### src/rtl/spi_req_arbiter.sv
// Round-robin arbiter sharing one SPI master between NUM_REQ requesters, one byte per grant.
// Optional WAIT watchdog enabled by defining SPI_ARB_TIMEOUT_EN.
module spi_req_arbiter #(
    parameter int NUM_REQ        = 4,
    parameter int DATA_W         = 8,
    parameter int GAP_CYCLES     = 2,
    parameter int TIMEOUT_CYCLES = 1023
) (
    input  logic                       clk,
    input  logic                       rst,
    input  logic [NUM_REQ-1:0]         req,
    input  logic [NUM_REQ*DATA_W-1:0]  req_data,
    output logic [NUM_REQ-1:0]         ack,
    output logic [DATA_W-1:0]          rsp_data,
    output logic                       err,
    output logic                       busy,
    output logic [$clog2(NUM_REQ)-1:0] grant_id,
    output logic                       spi_start,
    output logic [DATA_W-1:0]          spi_tx_data,
    input  logic                       spi_done,
    input  logic [DATA_W-1:0]          spi_rx_data,
    output logic [NUM_REQ-1:0]         ss_n
);
    localparam int ID_W  = $clog2(NUM_REQ);
    localparam int GAP_W = $clog2(GAP_CYCLES + 1);

    typedef enum logic [1:0] {IDLE, SETUP, WAIT, GAP} state_t;

    state_t              state_reg, state_next;
    logic [ID_W-1:0]     last_reg, last_next;
    logic [GAP_W-1:0]    gap_reg, gap_next;
    logic [NUM_REQ-1:0]  ss_n_reg, ss_n_next;
    logic [NUM_REQ-1:0]  ack_reg, ack_next;
    logic                err_reg, err_next;
    logic                busy_reg, busy_next;
    logic [ID_W-1:0]     grant_reg, grant_next;
    logic                start_reg, start_next;
    logic [DATA_W-1:0]   tx_reg, tx_next;
    logic [DATA_W-1:0]   rsp_reg, rsp_next;

    logic [ID_W-1:0]     pick;
    logic [ID_W-1:0]     rr_idx;
    logic                found;
    logic                expire;
    logic [DATA_W-1:0]   req_word [NUM_REQ];

    genvar gi;
    generate
        for (gi = 0; gi < NUM_REQ; gi++) begin : g_slice
            assign req_word[gi] = req_data[gi*DATA_W +: DATA_W];
        end
    endgenerate

    // Scan downward so the requester closest after last_reg is the final (winning) assignment.
    always_comb begin
        pick   = last_reg;
        found  = 1'b0;
        rr_idx = '0;
        for (int k = NUM_REQ; k >= 1; k--) begin
            rr_idx = ID_W'((int'(last_reg) + k) % NUM_REQ);
            if (req[rr_idx]) begin
                pick  = rr_idx;
                found = 1'b1;
            end
        end
    end

`ifdef SPI_ARB_TIMEOUT_EN
    localparam int TO_W = $clog2(TIMEOUT_CYCLES + 1);
    logic [TO_W-1:0] timer_reg;

    always_ff @(posedge clk) begin
        if (rst || state_reg != WAIT) timer_reg <= '0;
        else                          timer_reg <= timer_reg + 1'b1;
    end

    assign expire = (state_reg == WAIT) && (timer_reg == TO_W'(TIMEOUT_CYCLES - 1));
`else
    localparam int unused_timeout = TIMEOUT_CYCLES;
    assign expire = 1'b0;
`endif

    always_comb begin
        state_next = state_reg;
        case (state_reg)
            IDLE:    if (found) state_next = SETUP;
            SETUP:   state_next = WAIT;
            WAIT:    if (spi_done || expire) state_next = GAP;
            GAP:     if (gap_reg <= GAP_W'(1)) state_next = IDLE;
            default: state_next = IDLE;
        endcase
    end

    always_comb begin
        last_next  = last_reg;
        gap_next   = gap_reg;
        ss_n_next  = ss_n_reg;
        ack_next   = '0;
        err_next   = 1'b0;
        busy_next  = (state_next != IDLE);
        grant_next = grant_reg;
        start_next = 1'b0;
        tx_next    = tx_reg;
        rsp_next   = rsp_reg;
        case (state_reg)
            IDLE: begin
                if (found) begin
                    grant_next = pick;
                    last_next  = pick;
                    tx_next    = req_word[pick];
                    ss_n_next  = ~(NUM_REQ'(1) << pick);
                end
            end
            SETUP: start_next = 1'b1;
            WAIT: begin
                // A completion coinciding with watchdog expiry is treated as a normal completion.
                if (spi_done || expire) begin
                    ack_next  = NUM_REQ'(1) << grant_reg;
                    ss_n_next = '1;
                    gap_next  = GAP_W'(GAP_CYCLES);
                    rsp_next  = spi_done ? spi_rx_data : '0;
                    err_next  = !spi_done;
                end
            end
            GAP: gap_next = gap_reg - 1'b1;
            default: ;
        endcase
    end

    always_ff @(posedge clk) begin
        if (rst) begin
            state_reg <= IDLE;
            last_reg  <= ID_W'(NUM_REQ - 1);
            gap_reg   <= '0;
            ss_n_reg  <= '1;
            ack_reg   <= '0;
            err_reg   <= 1'b0;
            busy_reg  <= 1'b0;
            grant_reg <= '0;
            start_reg <= 1'b0;
            tx_reg    <= '0;
            rsp_reg   <= '0;
        end else begin
            state_reg <= state_next;
            last_reg  <= last_next;
            gap_reg   <= gap_next;
            ss_n_reg  <= ss_n_next;
            ack_reg   <= ack_next;
            err_reg   <= err_next;
            busy_reg  <= busy_next;
            grant_reg <= grant_next;
            start_reg <= start_next;
            tx_reg    <= tx_next;
            rsp_reg   <= rsp_next;
        end
    end

    assign ss_n        = ss_n_reg;
    assign ack         = ack_reg;
    assign err         = err_reg;
    assign busy        = busy_reg;
    assign grant_id    = grant_reg;
    assign spi_start   = start_reg;
    assign spi_tx_data = tx_reg;
    assign rsp_data    = rsp_reg;
endmodule
### config.mk
export PLATFORM = sky130hd
export DESIGN_NAME = spi_req_arbiter
export DESIGN_NICKNAME = d
export VERILOG_FILES = /design/src/rtl/spi_req_arbiter.sv
export SDC_FILE = /design/constraint.sdc
export NUM_CORES = 1
export LEC_CHECK = 0
export ABC_AREA = 1
export CORE_MARGIN = 4
export CORE_UTILIZATION = 60
export CTS_CLUSTER_DIAMETER = 60
export DETAILED_ROUTE_END_ITERATION = 12
export DONT_BUFFER_PORTS = 1
export MAX_ROUTING_LAYER = met4
export PLACE_DENSITY_LB_ADDON = 0.15
export SLEW_MARGIN = 15
export SYNTH_ARGS = -nofsm -noshare
export SYNTH_HDL_FRONTEND = slang
export SYNTH_SLANG_ARGS = --single-unit
### constraint.sdc
create_clock -name clk -period 3.7 [get_ports clk]
set_input_delay 0.74 -clock clk [delete_from_list [all_inputs] [get_ports clk]]
set_output_delay 0.74 -clock clk [all_outputs]
set_load 0.005 [all_outputs]
* Yosys cells after proc, flatten, opt, wreduce, memory -nomap -nowiden
Index checks and enable logic that the tools add are counted.
** Word-level totals
- Bits in registers :: 35
- Bits in latches :: 0
- Bits in writable memories :: 0
- ROM bits :: 0
- Bits of input ports :: 47
- Output and inout port bits :: 29
- Memories kept :: 0
** Operators by class
- Add/sub/neg operators :: 5
- $mul :: 0
- Divide/modulo/power cells :: 0
- Order comparisons :: 6
- Equal/unequal tests :: 5
- Shifts and indexed selects :: 2
- Muxes and demuxes :: 29
- Bitwise logic cells :: 4
- Reductions and logical operators :: 10
** Operators with widths (number)
- $bmux W8 S2 :: 1
- $mux W2 :: 8
- $mux W8 :: 2
- $lt A2 B3 Y1 const B :: 4
- $mux W1 :: 9
- $bmux W1 S2 :: 4
- $mux W4 :: 2
- $pmux W2 S4 :: 1
- $pmux W4 S2 :: 1
- $shl A1 B2 Y4 const A :: 2
- $reduce_and A2 Y1 :: 3
- $reduce_bool A2 Y1 :: 3
- $add A2 B1 Y2 const B :: 2
- $add A2 B2 Y2 const B :: 2
- $eq A2 B2 Y1 const B :: 2
- $ne A2 B2 Y1 const B :: 2
- $not A4 Y4 :: 1
- $pmux W2 S2 :: 1
- $ge A3 B3 Y1 const B :: 1
- $not A2 Y3 :: 1
- $reduce_and A3 Y1 :: 1
- $reduce_or A3 Y1 :: 1
- $eq A2 B1 Y1 const B :: 1
- $le A2 B1 Y1 const B :: 1
- 4 further kinds :: 5

* Depth between registers and ports, before layout
Gate-level depths: netlist of run 1.
- Depth after elaboration :: 11
- Mapped depth :: 16
- Depth with buffers taken out :: 14

* Worst setup path before layout of run 1
Ideal clock, no wire load.
- Path type :: input to register
- Start point :: input req[0]
- End point :: register tx_reg[0], in the netlist spi_tx_data[0]
- Setup time :: 0.117 ns
- Arrival time :: 1.717 ns
- Data required time :: 3.583 ns
- Slack :: 1.866 ns
- Stages on the path :: 13
- Cells stage by stage :: nand2_1 nand2_4 nand2_4 nand2_2 nor2_2 nand2_2 nand2_4 inv_4 buf_6 nand3_1 nand2_1 nor2_1 nor2_1
** Between the ends
- Word-level cells in the longest chain between the ends :: 10
- Elaborated cells on any way between the ends :: 21
- Those cells by class :: 19 x mux; 1 x bitwise; 1 x reduce/logical
** RTL lines
- start, declared :: RTL line 11 : input logic [NUM_REQ-1:0] req,
- $bmux W1 S2 :: RTL line 61 : if (req[rr_idx]) begin
- $mux W1 (not written as such) :: RTL line 61
- $mux W2 (4 in series) :: RTL line 61
- $not A2 Y3 (not written as such) :: RTL line 110 : tx_next = req_word[pick];
- $bmux W8 S2 :: RTL line 110
- $mux W8 (not written as such) (2 in series) :: RTL line 110
- end signal, assigned :: RTL line 153 : tx_reg <= tx_next;
- end, declared :: RTL line 38 : logic [DATA_W-1:0] tx_reg, tx_next;
Parallel ways exist; a longest one is shown, timed or not. The select of a mux whose other input is x is not followed.
A chain may end at the register's enable or synchronous reset.

* Final worst setup path of run 1
- Start point :: register last_reg[0]
- End point :: register tx_reg[5], in the netlist spi_tx_data[5]
** Between the ends
- Word-level cells in the longest chain between the ends :: 11
- Elaborated cells on any way between the ends :: 25
- Those cells by class :: 4 x add/sub; 19 x mux; 1 x bitwise; 1 x reduce/logical
** RTL lines
- start, declared :: RTL line 30 : logic [ID_W-1:0] last_reg, last_next;
- start signal, assigned :: RTL line 133 : last_reg <= ID_W'(NUM_REQ - 1);
- start signal, assigned :: RTL line 145 : last_reg <= last_next;
- $add A2 B1 Y2 :: RTL line 60 : rr_idx = ID_W'((int'(last_reg) + k) % NUM_REQ);
- $bmux W1 S2 :: RTL line 61
- $mux W1 (not written as such) :: RTL line 61
- $mux W2 (4 in series) :: RTL line 61
- $not A2 Y3 (not written as such) :: RTL line 110
- $bmux W8 S2 :: RTL line 110
- $mux W8 (not written as such) (2 in series) :: RTL line 110
Parallel ways exist; a longest one is shown, timed or not. The select of a mux whose other input is x is not followed.

==> summary.md, run 1 <==
| Metric | Value |
|---|---|
| Final Hold Fails | `0` |
| Number of global-route vias before repair | `1,493` |
| Mapped Nets | `298` |
| Die W | `62.30 µm` |
| Clock buffer depth | `2` |
| Cell Chain, Critical Path | `inv_6, nand2_1, nand3_1, nand2_1, inv_1, nand2_2, nand3_2, nand2_4, nor2_2, nand2_1, nand2_1, nor2_1, nor2_1` |
| Register area share after synthesis | `0.3960` |
| Height of the die | `62.30 µm` |
| Asr flop ratio synth | `0` |
| Hold depth | `1` |
| Worst Hold Class | `primary input to register` |
| Largest net degree at the start of global routing | `25` |
| Period utilisation layout | `0.5583` |
| Global-route wire length before repair | `6.396 mm` |
| Row cnt | `19` |
| Synth Warn # | `0` |
| Final worst path period need | `~2.1 ns` |
| CTS buffer count | `5` |
| CTS Sinks | `35` |
| Worst reg2reg startpoint | `last_reg[0]$_SDFFE_PP1P_` |
| Die Area | `0.003881 mm²` |
| CP Class | `register to register` |
| Number of DRC markers in iteration 0 | `87` |
| Headroom to the max-slew limit | `0.6068` |
| Via count | `1,561` |
| Critical path's slowest cell | `dfxtp_1` |
| Final design utilization | `0.6433` |
| Area growth from synthesis to layout | `1.132%` |
| Max Cap Violations | `0` |
| Syn_area_per_cell | `7.077 µm²` |
| Commonest cells after routing, fill and taps aside | `nand2_1, dfxtp_1, nand3_1, nor2_1, a21oi_1` |
| Clk_lat worst skew | `around 0.32 ns` |
| Number of synthesized register bits | `35` |
| PwrDens | `928.5 mW/mm²` |
| Commonest non-fill, non-tap cell in the layout | `nand2_1` |
| Worst-margin pin slew | `between 0.5 and 0.6 ns` |
| Root cell of the clock tree | `clkbuf_4` |
| IO Count | `76` |
| Post-Syn Area | `0.001769 mm²` |
| Post-cts sizing count | `0` |
| CTS tree | `built` |
| Gate Count Post-Synth | `250` |
| Overall Power | `1.661 mW` |
| Clk_skew | `0.005166 ns` |
| Number of port buffers | `0` |
| EDFF count, synth | `0` |
| Clock transition at the registers of the reported paths | `0.10 ns` |
| Post-synth top flop | `dfxtp_1` |
| Routed WL per cell | `13.36 µm` |
| VDD IR-drop max | `711.3 µV` |
| Via density | `5.656` |
| Pre-antenna DRT Iters | `4` |
| Status | `completed` |
| Setup-failing EPs final | `0` |
| Post-CTS setup buffers | `0` |
| Layout cells sized above 1 | `0.1184` |
| LEAKAGE | `0.7934 nW` |
| Grt ovf | `0` |
| Crit path top cell by count | `nand2_1` |
| Detail Route Antenna Nets | `0` |
| Initial antenna violation count | `0` |
| Initial Util | `0.6361` |
| Total core area | `0.002781 mm²` |
| Worst reg2reg setup slack | `between 1.5 and 2 ns` |
| Unrepaired setup endpoints after global routing | `no` |
| Worst setup EP type | `register` |
| Yosys cell types | `26` |
| Crit start category | `register` |
| Nets | `292` |
| Max-slew violations | `0` |
| GRT Total Usage | `0.2006` |
| Worst Reg2Reg Path Length in Cells | `13` |
| DP HPWL | `approximately 2.8 mm` |
| DRC | `0` |
| Hold_sp | `rst` |
| H-tree levels | `2` |
| WP data required | `between 3 and 4 ns` |
| Worst path arrival time | `2.29 ns` |
| CP peak stage delay | `0.57 ns` |
| Final WL | `between 3 and 4 mm` |
| Critical path origin | `last_reg[0]$_SDFFE_PP1P_` |
| # hold bufs at CTS | `0` |
| Final estimated routing congestion in global placement | `0.8435` |
| Crit-path max FO | `21` |
| # diodes | `0` |
| Setup TNS | `0 ns` |
| FMAX | `484.1 MHz` |
==> metrics by stage <==
| step | hold WS, ns | worst slack, ns | std cells | cell area (µm²) |
|---|---|---|---|---|
| finish | 0.4725 | 1.634 | 276 | 1789 |
| global route | 0.4397 | 1.382 | 276 | 1789 |
| CTS | 0.4599 | 1.636 | 276 | 1789 |
| floorplan | 0.4326 | 1.866 | 250 | 1769 |
| global placement | 0.4532 | 1.569 | 268 | 1720 |
| detailed placement | 0.4566 | 1.529 | 268 | 1720 |
==> cell type report <==
cell class / count / area, µm²
tap: 31 / 38.79
sequential: 35 / 700.7
fill: 266 / 992.2
clock buffer: 8 / 68.82
multi-input combinational: 185 / 909.6
inverter: 17 / 71.32
==> synthesized netlist by cell type (2+ instances only) <==
library cell,count,area (µm²)
a21oi_1,18,90.09
buf_2,4,20.02
buf_6,4,45.04
clkbuf_1,4,15.01
dfxtp_1,35,700.7
inv_1,13,48.80
nand2_1,61,229.0
nand2_2,8,50.05
nand2_4,6,67.56
nand3_1,31,155.2
nand4_1,12,75.07
nor2_1,25,93.84
nor2_2,2,12.51
o211ai_1,2,15.01
o21ai_0,14,70.07
==> worst max-delay path, delay by kind of cell, from the launching register on <==
family	cells	cell delay (ns)
and+or+nand+nor	11	1.24
DFF	1	0.57
buffers and inverters	2	0.15
==> final timing paths <==
check / to
max: spi_tx_data[5]$_SDFFE_PP0P_
max reg2reg: spi_tx_data[5]$_SDFFE_PP0P_
min reg2reg: gap_reg[0]$_SDFFE_PP0P_
min: busy$_SDFF_PP0_
==> metal layers <==
metal | up-vias | wire [µm] | GRT usage
met2 | 49 | 1758 | 0.3199
met4 | 0 | 24 | 0.03448
met5 | - | 0 | -
li1 | 809 | - | -
met1 | 699 | 1567 | 0.2307
met3 | 4 | 338 | 0.09910
==> where the power goes <==
group | switching (mW) | leakage [nW] | total, mW | internal (mW)
combinational | 0.605 | 0.467 | 0.885 | 0.280
sequential | 0.0819 | 0.287 | 0.550 | 0.468
clock | 0.115 | 0.0386 | 0.227 | 0.112
total | 0.802 | 0.793 | 1.66 | 0.860
==> cells by family after synthesis <==
kind of cell | after synthesis | share of synthesized area
other | 1 | 0.002120
DFF | 35 | 0.3960
adders and majority gates | 1 | 0.007071
buffers and inverters | 30 | 0.08981
AOI/OAI and AO/OA | 34 | 0.09901
and+or+nand+nor | 149 | 0.4059
Power figures use the tool's default switching activity.
==> inputs of run 2 (changes only) <==
CORE_UTILIZATION = 56   (was 60)
clock period = 1.8 ns   (was 3.7 ns; I/O delays follow)
==> summary.md, run 2 (synthesis gave the netlist of run 1 again) <==
| Metric | Value |
|---|---|
| Placed Cells | `286 (was 268)` |
| Final WL | `3.829 mm (was 3.688 mm)` |
| CTS Sinks | `35 (unchanged)` |
| DP HPWL | `2.866 mm (was 2.750 mm)` |
| Overall Power | `3.612 mW (was 1.661 mW)` |
| Worst slack at placement | `-0.07399 ns (was 1.529 ns)` |
| Routed WL per cell | `13.07 µm (was 13.36 µm)` |
| Min Hold Slack | `0.07552 ns (was 0.4725 ns)` |
| CTS buffer count | `5 (unchanged)` |
| Clk_skew | `0.01035 ns (was 0.005166 ns)` |
| Clock transition at the registers of the reported paths | `0.10 ns (about the same)` |
| Root cell of the clock tree | `clkbuf_4 (unchanged)` |
| Number of global-route vias before repair | `1,523 (was 1,493)` |
| Period utilisation layout | `0.9130 (was 0.5583)` |
| Worst path arrival time | `1.88 ns (was 2.29 ns)` |
| Initial antenna violation count | `0 (unchanged)` |
| Setup-failing EPs final | `0 (unchanged)` |
| Setup ws final | `0.1566 ns (was 1.634 ns)` |
| WP data required | `2.03 ns (was 3.93 ns)` |
| Largest net degree at the start of global routing | `25 (unchanged)` |
| Final design utilization | `0.6161 (was 0.6433)` |
| Nets | `297 (was 292)` |
| Commonest cells after routing, fill and taps aside | `nand2_1, dfxtp_1, nand3_1, nor2_1, a21oi_1 (unchanged)` |
| Post-CTS setup buffers | `0 (unchanged)` |
| Max-slew violations | `0 (unchanged)` |
| Total core area | `0.003028 mm² (was 0.002781 mm²)` |
| Status | `completed (unchanged)` |
| Layout cells sized above 1 | `0.1486 (was 0.1184)` |
| GRT Total Usage | `0.2028 (was 0.2006)` |
| Number of port buffers | `0 (unchanged)` |
| Row cnt | `20 (was 19)` |
| Initial Util | `0.5843 (was 0.6361)` |
| PwrDens | `1936 mW/mm² (was 928.5 mW/mm²)` |
| FMAX | `608.5 MHz (was 484.1 MHz)` |
| Final Hold Fails | `0 (unchanged)` |
| Crit start category | `register (unchanged)` |
| Final worst path period need | `1.643 ns (was 2.066 ns)` |
| Area growth from synthesis to layout | `5.446% (was 1.132%)` |
| H-tree levels | `2 (unchanged)` |
| Crit-path max FO | `12 (was 21)` |
| Clk_lat worst skew | `0.33 ns (was 0.32 ns)` |
| Grt ovf | `0 (unchanged)` |
| # diodes | `0 (unchanged)` |
| Detail Route Antenna Nets | `0 (unchanged)` |
| Worst setup EP type | `register (unchanged)` |
| CP Class | `register to register (unchanged)` |
| Number of DRC markers in iteration 0 | `84 (was 87)` |
| Clock buffer depth | `2 (unchanged)` |
| Pre-antenna DRT Iters | `4 (unchanged)` |
| Global-route wire length before repair | `6.527 mm (was 6.396 mm)` |
| Post-Layout Cell Count | `293 (was 276)` |
| DRC | `0 (unchanged)` |
| Max Cap Violations | `0 (unchanged)` |
| Die W | `64.21 µm (was 62.30 µm)` |
| Via count | `1,577 (was 1,561)` |
| Final estimated routing congestion in global placement | `0.8335 (was 0.8435)` |
| Height of the die | `64.21 µm (was 62.30 µm)` |
| IO Count | `76 (unchanged)` |
| CTS tree | `built (unchanged)` |
| Commonest non-fill, non-tap cell in the layout | `nand2_1 (unchanged)` |
| Die Area | `0.004122 mm² (was 0.003881 mm²)` |
| VDD IR-drop max | `1166 µV (was 711.3 µV)` |
| Via density | `5.382 (was 5.656)` |
| Worst Hold Class | `primary input to register (unchanged)` |
| LEAKAGE | `0.8110 nW (was 0.7934 nW)` |
run 2: changes by cell type in the layout (fill, tap and decap cells not counted), sizes merged:
| cell | previous run | this run |
|---|---|---|
| buf | 0 | 5 |
| clkinv | 1 | 2 |
| clkbuf | 8 | 6 |
run 2: worst max-delay path: stages, from the launching register on:
cell	delay, ns
dfxtp_4	0.42
inv_6	0.08
nand2_1	0.08
nand3_1	0.09
nand2_1	0.08
inv_1	0.04
nand2_2	0.07
nand3_2	0.13
buf_4	0.22
nand4_1	0.10
nand3_1	0.08
nor2_1	0.10
nor2_1	0.04
run 2: cell type report:
cell class | instances | area (µm²)
multi-input combinational | 185 | 927.1
tap | 44 | 55.05
inverter | 17 | 71.32
timing repair buffer | 5 | 50.05
fill | 288 | 1162
clock buffer | 6 | 51.30
sequential | 35 | 705.7
clock inverter | 1 | 5.005
run 2: where the power goes:
| part | leakage [nW] | total, mW | internal (mW) | switching [mW] |
|---|---|---|---|---|
| registers | 0.287 | 1.14 | 0.970 | 0.168 |
| logic | 0.490 | 2.05 | 0.731 | 1.32 |
| clock network | 0.0341 | 0.425 | 0.181 | 0.244 |
run 2: timing repair:
action                                  4_1_cts  5_1_grt
resized for setup                             1        5
hold buffers                                  0        0
pin swaps                                     0        0
endpoints found under the setup margin       12       13
run 2: stage by stage:
| stage | area, µm² | setup TNS, ns |
|---|---|---|
| CTS | 1844 | 0 |
| global route | 1866 | -0.001227 |
| finish | 1866 | 0 |
| floorplan | 1769 | 0 |
| global placement | 1787 | -0.05237 |
| detailed placement | 1787 | -0.4507 |
run 2: worst paths after layout:
kind	startpoint	end	slack, ns	cells after the start
max	last_reg[0]$_SDFFE_PP1P_	spi_tx_data[6]$_SDFFE_PP0P_	0.16	12
min	rst	rsp_data[1]$_SDFFE_PP0N_	0.08	1
min reg2reg	rsp_data[1]$_SDFFE_PP0N_	rsp_data[1]$_SDFFE_PP0N_	0.48	2
max reg2reg	last_reg[0]$_SDFFE_PP1P_	spi_tx_data[6]$_SDFFE_PP0P_	0.16	12
run 2: metal layers:
| layer | global-route usage | vias up | routed length [µm] |
|---|---|---|---|
| met5 | - | - | 0 |
| met4 | 0.06332 | 0 | 72 |
| met3 | 0.08963 | 9 | 374 |
| met2 | 0.3006 | 51 | 1640 |
| met1 | 0.2478 | 703 | 1742 |
| li1 | - | 814 | - |
==> inputs of run 3 (changes only) <==
--- a/config.mk
+++ b/config.mk
@@ -15,3 +15,2 @@
 export PLACE_DENSITY_LB_ADDON = 0.15
-export SLEW_MARGIN = 15
 export SYNTH_ARGS = -nofsm -noshare
==> constraint.sdc (replaced) <==
create_clock -name clk -period 1.8 [get_ports clk]
set_input_delay 0.18 -clock clk [delete_from_list [all_inputs] [get_ports clk]]
set_output_delay 0.18 -clock clk [all_outputs]
set_load 0.005 [all_outputs]
==> summary.md, run 3 (synthesis gave the netlist of run 1 again) <==
| Metric | Value |
|---|---|
| Final design utilization | `0.6612 (was 0.6161)` |
| Grt ovf | `0 (unchanged)` |
| Global-route wire length before repair | `6.755 mm (was 6.527 mm)` |
| CP Class | `register to register (unchanged)` |
| Setup-failing EPs final | `0 (unchanged)` |
| H-tree levels | `2 (unchanged)` |
| Final Hold Fails | `0 (unchanged)` |
| Crit-path max FO | `12 (unchanged)` |
| Worst setup EP type | `register (unchanged)` |
| DP HPWL | `2.866 mm (unchanged)` |
| Layout cells sized above 1 | `0.1673 (was 0.1486)` |
| Via density | `5.371 (was 5.382)` |
| WP data required | `2.03 ns (about the same)` |
| Commonest non-fill, non-tap cell in the layout | `nand2_1 (unchanged)` |
| Setup ws final | `0.1555 ns (was 0.1566 ns)` |
| Routed WL per cell | `13.28 µm (was 13.07 µm)` |
| Status | `completed (unchanged)` |
| GRT Total Usage | `0.2100 (was 0.2028)` |
| CTS Sinks | `35 (unchanged)` |
| Commonest cells after routing, fill and taps aside | `nand2_1, dfxtp_1, nand3_1, nor2_1, a21oi_1 (unchanged)` |
| Final WL | `4.078 mm (was 3.829 mm)` |
| Worst reg2reg startpoint | `last_reg[0]$_SDFFE_PP1P_ (unchanged)` |
| Reg-to-reg critical path endpoint | `spi_tx_data[6]$_SDFFE_PP0P_ (unchanged)` |
| Via count | `1,649 (was 1,577)` |
| Largest net degree at the start of global routing | `25 (unchanged)` |
| PwrDens | `1835 mW/mm² (was 1936 mW/mm²)` |
| Worst Setup EP | `spi_tx_data[6]$_SDFFE_PP0P_ (unchanged)` |
| Total core area | `0.003028 mm² (unchanged)` |
| Die W | `64.21 µm (unchanged)` |
| Nets | `311 (was 297)` |
| Root cell of the clock tree | `clkbuf_4 (unchanged)` |
| VDD IR-drop max | `1176 µV (was 1166 µV)` |
| Number of global-route vias before repair | `1,583 (was 1,523)` |
| IO Count | `76 (unchanged)` |
| Clk_skew | `0.01004 ns (was 0.01035 ns)` |
| Headroom to the max-slew limit | `0.6281` |
| # diodes | `0 (unchanged)` |
| Critical path origin | `last_reg[0]$_SDFFE_PP1P_ (unchanged)` |
| Pre-antenna DRT Iters | `4 (unchanged)` |
| Number of port buffers | `0 (unchanged)` |
| Worst-margin pin slew | `0.5561 ns` |
| Worst reg2reg setup slack | `0.16 ns (about the same)` |
| Period utilisation layout | `0.9136 (was 0.9130)` |
| Final estimated routing congestion in global placement | `0.8335 (unchanged)` |
| Worst slack at placement | `-0.07399 ns (unchanged)` |
| Worst Hold Class | `primary input to register (unchanged)` |
| CTS tree | `built (unchanged)` |
| Final worst path period need | `1.645 ns (was 1.643 ns)` |
| Max Cap Violations | `0 (unchanged)` |
| Clk_lat worst skew | `0.33 ns (about the same)` |
| Die Area | `0.004122 mm² (unchanged)` |
| Setup TNS | `0 ns (unchanged)` |
| Max-slew violations | `0 (unchanged)` |
| Overall Power | `3.673 mW (was 3.612 mW)` |
| FMAX | `608.1 MHz (was 608.5 MHz)` |
| Worst Reg2Reg Path Length in Cells | `12 (unchanged)` |
| Initial Util | `0.5843 (unchanged)` |
| CTS buffer count | `5 (unchanged)` |
| DRC | `0 (unchanged)` |
| Initial antenna violation count | `0 (unchanged)` |
| Area growth from synthesis to layout | `13.15% (was 5.446%)` |
| Worst path arrival time | `1.88 ns (about the same)` |
| Crit start category | `register (unchanged)` |
| Clock buffer depth | `2 (unchanged)` |
| Detail Route Antenna Nets | `0 (unchanged)` |
| LEAKAGE | `0.8911 nW (was 0.8110 nW)` |
| Row cnt | `20 (unchanged)` |
| Number of DRC markers in iteration 0 | `93 (was 84)` |
| Height of the die | `64.21 µm (unchanged)` |
| Clock transition at the registers of the reported paths | `0.10 ns (about the same)` |
==> run 3: area by class of cell <==
cell class | instances | area, µm²
clock buffers | 6 | 51.30
clock inverters | 1 | 5.005
fillers | 262 | 1026
inverters | 17 | 75.07
multi-input cells | 185 | 929.6
flip-flops and latches | 35 | 705.7
well taps | 44 | 55.05
repair buffers | 19 | 180.2
==> run 3: critical path, cell delays in order, from the launching register on <==
cell and delay [ns]:
dfxtp_4 0.42, inv_6 0.08, nand2_1 0.08, nand3_1 0.09
nand2_1 0.08, inv_1 0.04, nand2_2 0.07, nand3_2 0.13
buf_4 0.22, nand4_1 0.10, nand3_1 0.08, nor2_1 0.10
nor2_1 0.04
==> run 3: how the worst min path moves through the flow <==
stage / to / start / cells past startpoint / slack, ns
5_1_grt: spi_tx_data[5]$_SDFFE_PP0P_ / req_data[5] / 4 / 0.08
2_1_floorplan: rsp_data[0]$_SDFFE_PP0N_ / spi_rx_data[0] / 2 / 0.32
3_5_place_dp: rsp_data[1]$_SDFFE_PP0N_ / rst / 1 / 0.25
6_report: spi_tx_data[5]$_SDFFE_PP0P_ / req_data[5] / 4 / 0.06
3_3_place_gp: rsp_data[1]$_SDFFE_PP0N_ / rst / 1 / 0.25
4_1_cts: spi_tx_data[5]$_SDFFE_PP0P_ / req_data[5] / 4 / 0.04
==> run 3: repair_timing <==
action / in CTS / in global routing
buffers inserted: 0 / 5
hold endpoints to repair: 15 / 0
resized for setup: 1 / 8
hold buffers: 9 / 0
endpoints found under the setup margin: 12 / 14
==> run 3: stage by stage <==
step | std cells | hold WS, ns | cell area (µm²)
floorplan | 250 | 0.3246 | 1769
global route | 307 | 0.07945 | 2002
finish | 307 | 0.05896 | 2002
global placement | 286 | 0.2502 | 1787
CTS | 302 | 0.04488 | 1934
detailed placement | 286 | 0.2528 | 1787
==> run 3: report_power, final <==
| part | internal, mW | switching, mW |
|---|---|---|
| combinational | 0.760 | 1.34 |
| sequential | 0.970 | 0.172 |
| clock | 0.181 | 0.246 |
==> run 3: metal layers <==
layer	part of all wire	global-route usage	vias up
met5	0	-	-
met4	0.020	0.07388	0
met3	0.091	0.08963	10
met2	0.45	0.3187	51
met1	0.44	0.2489	746
li1	-	-	842
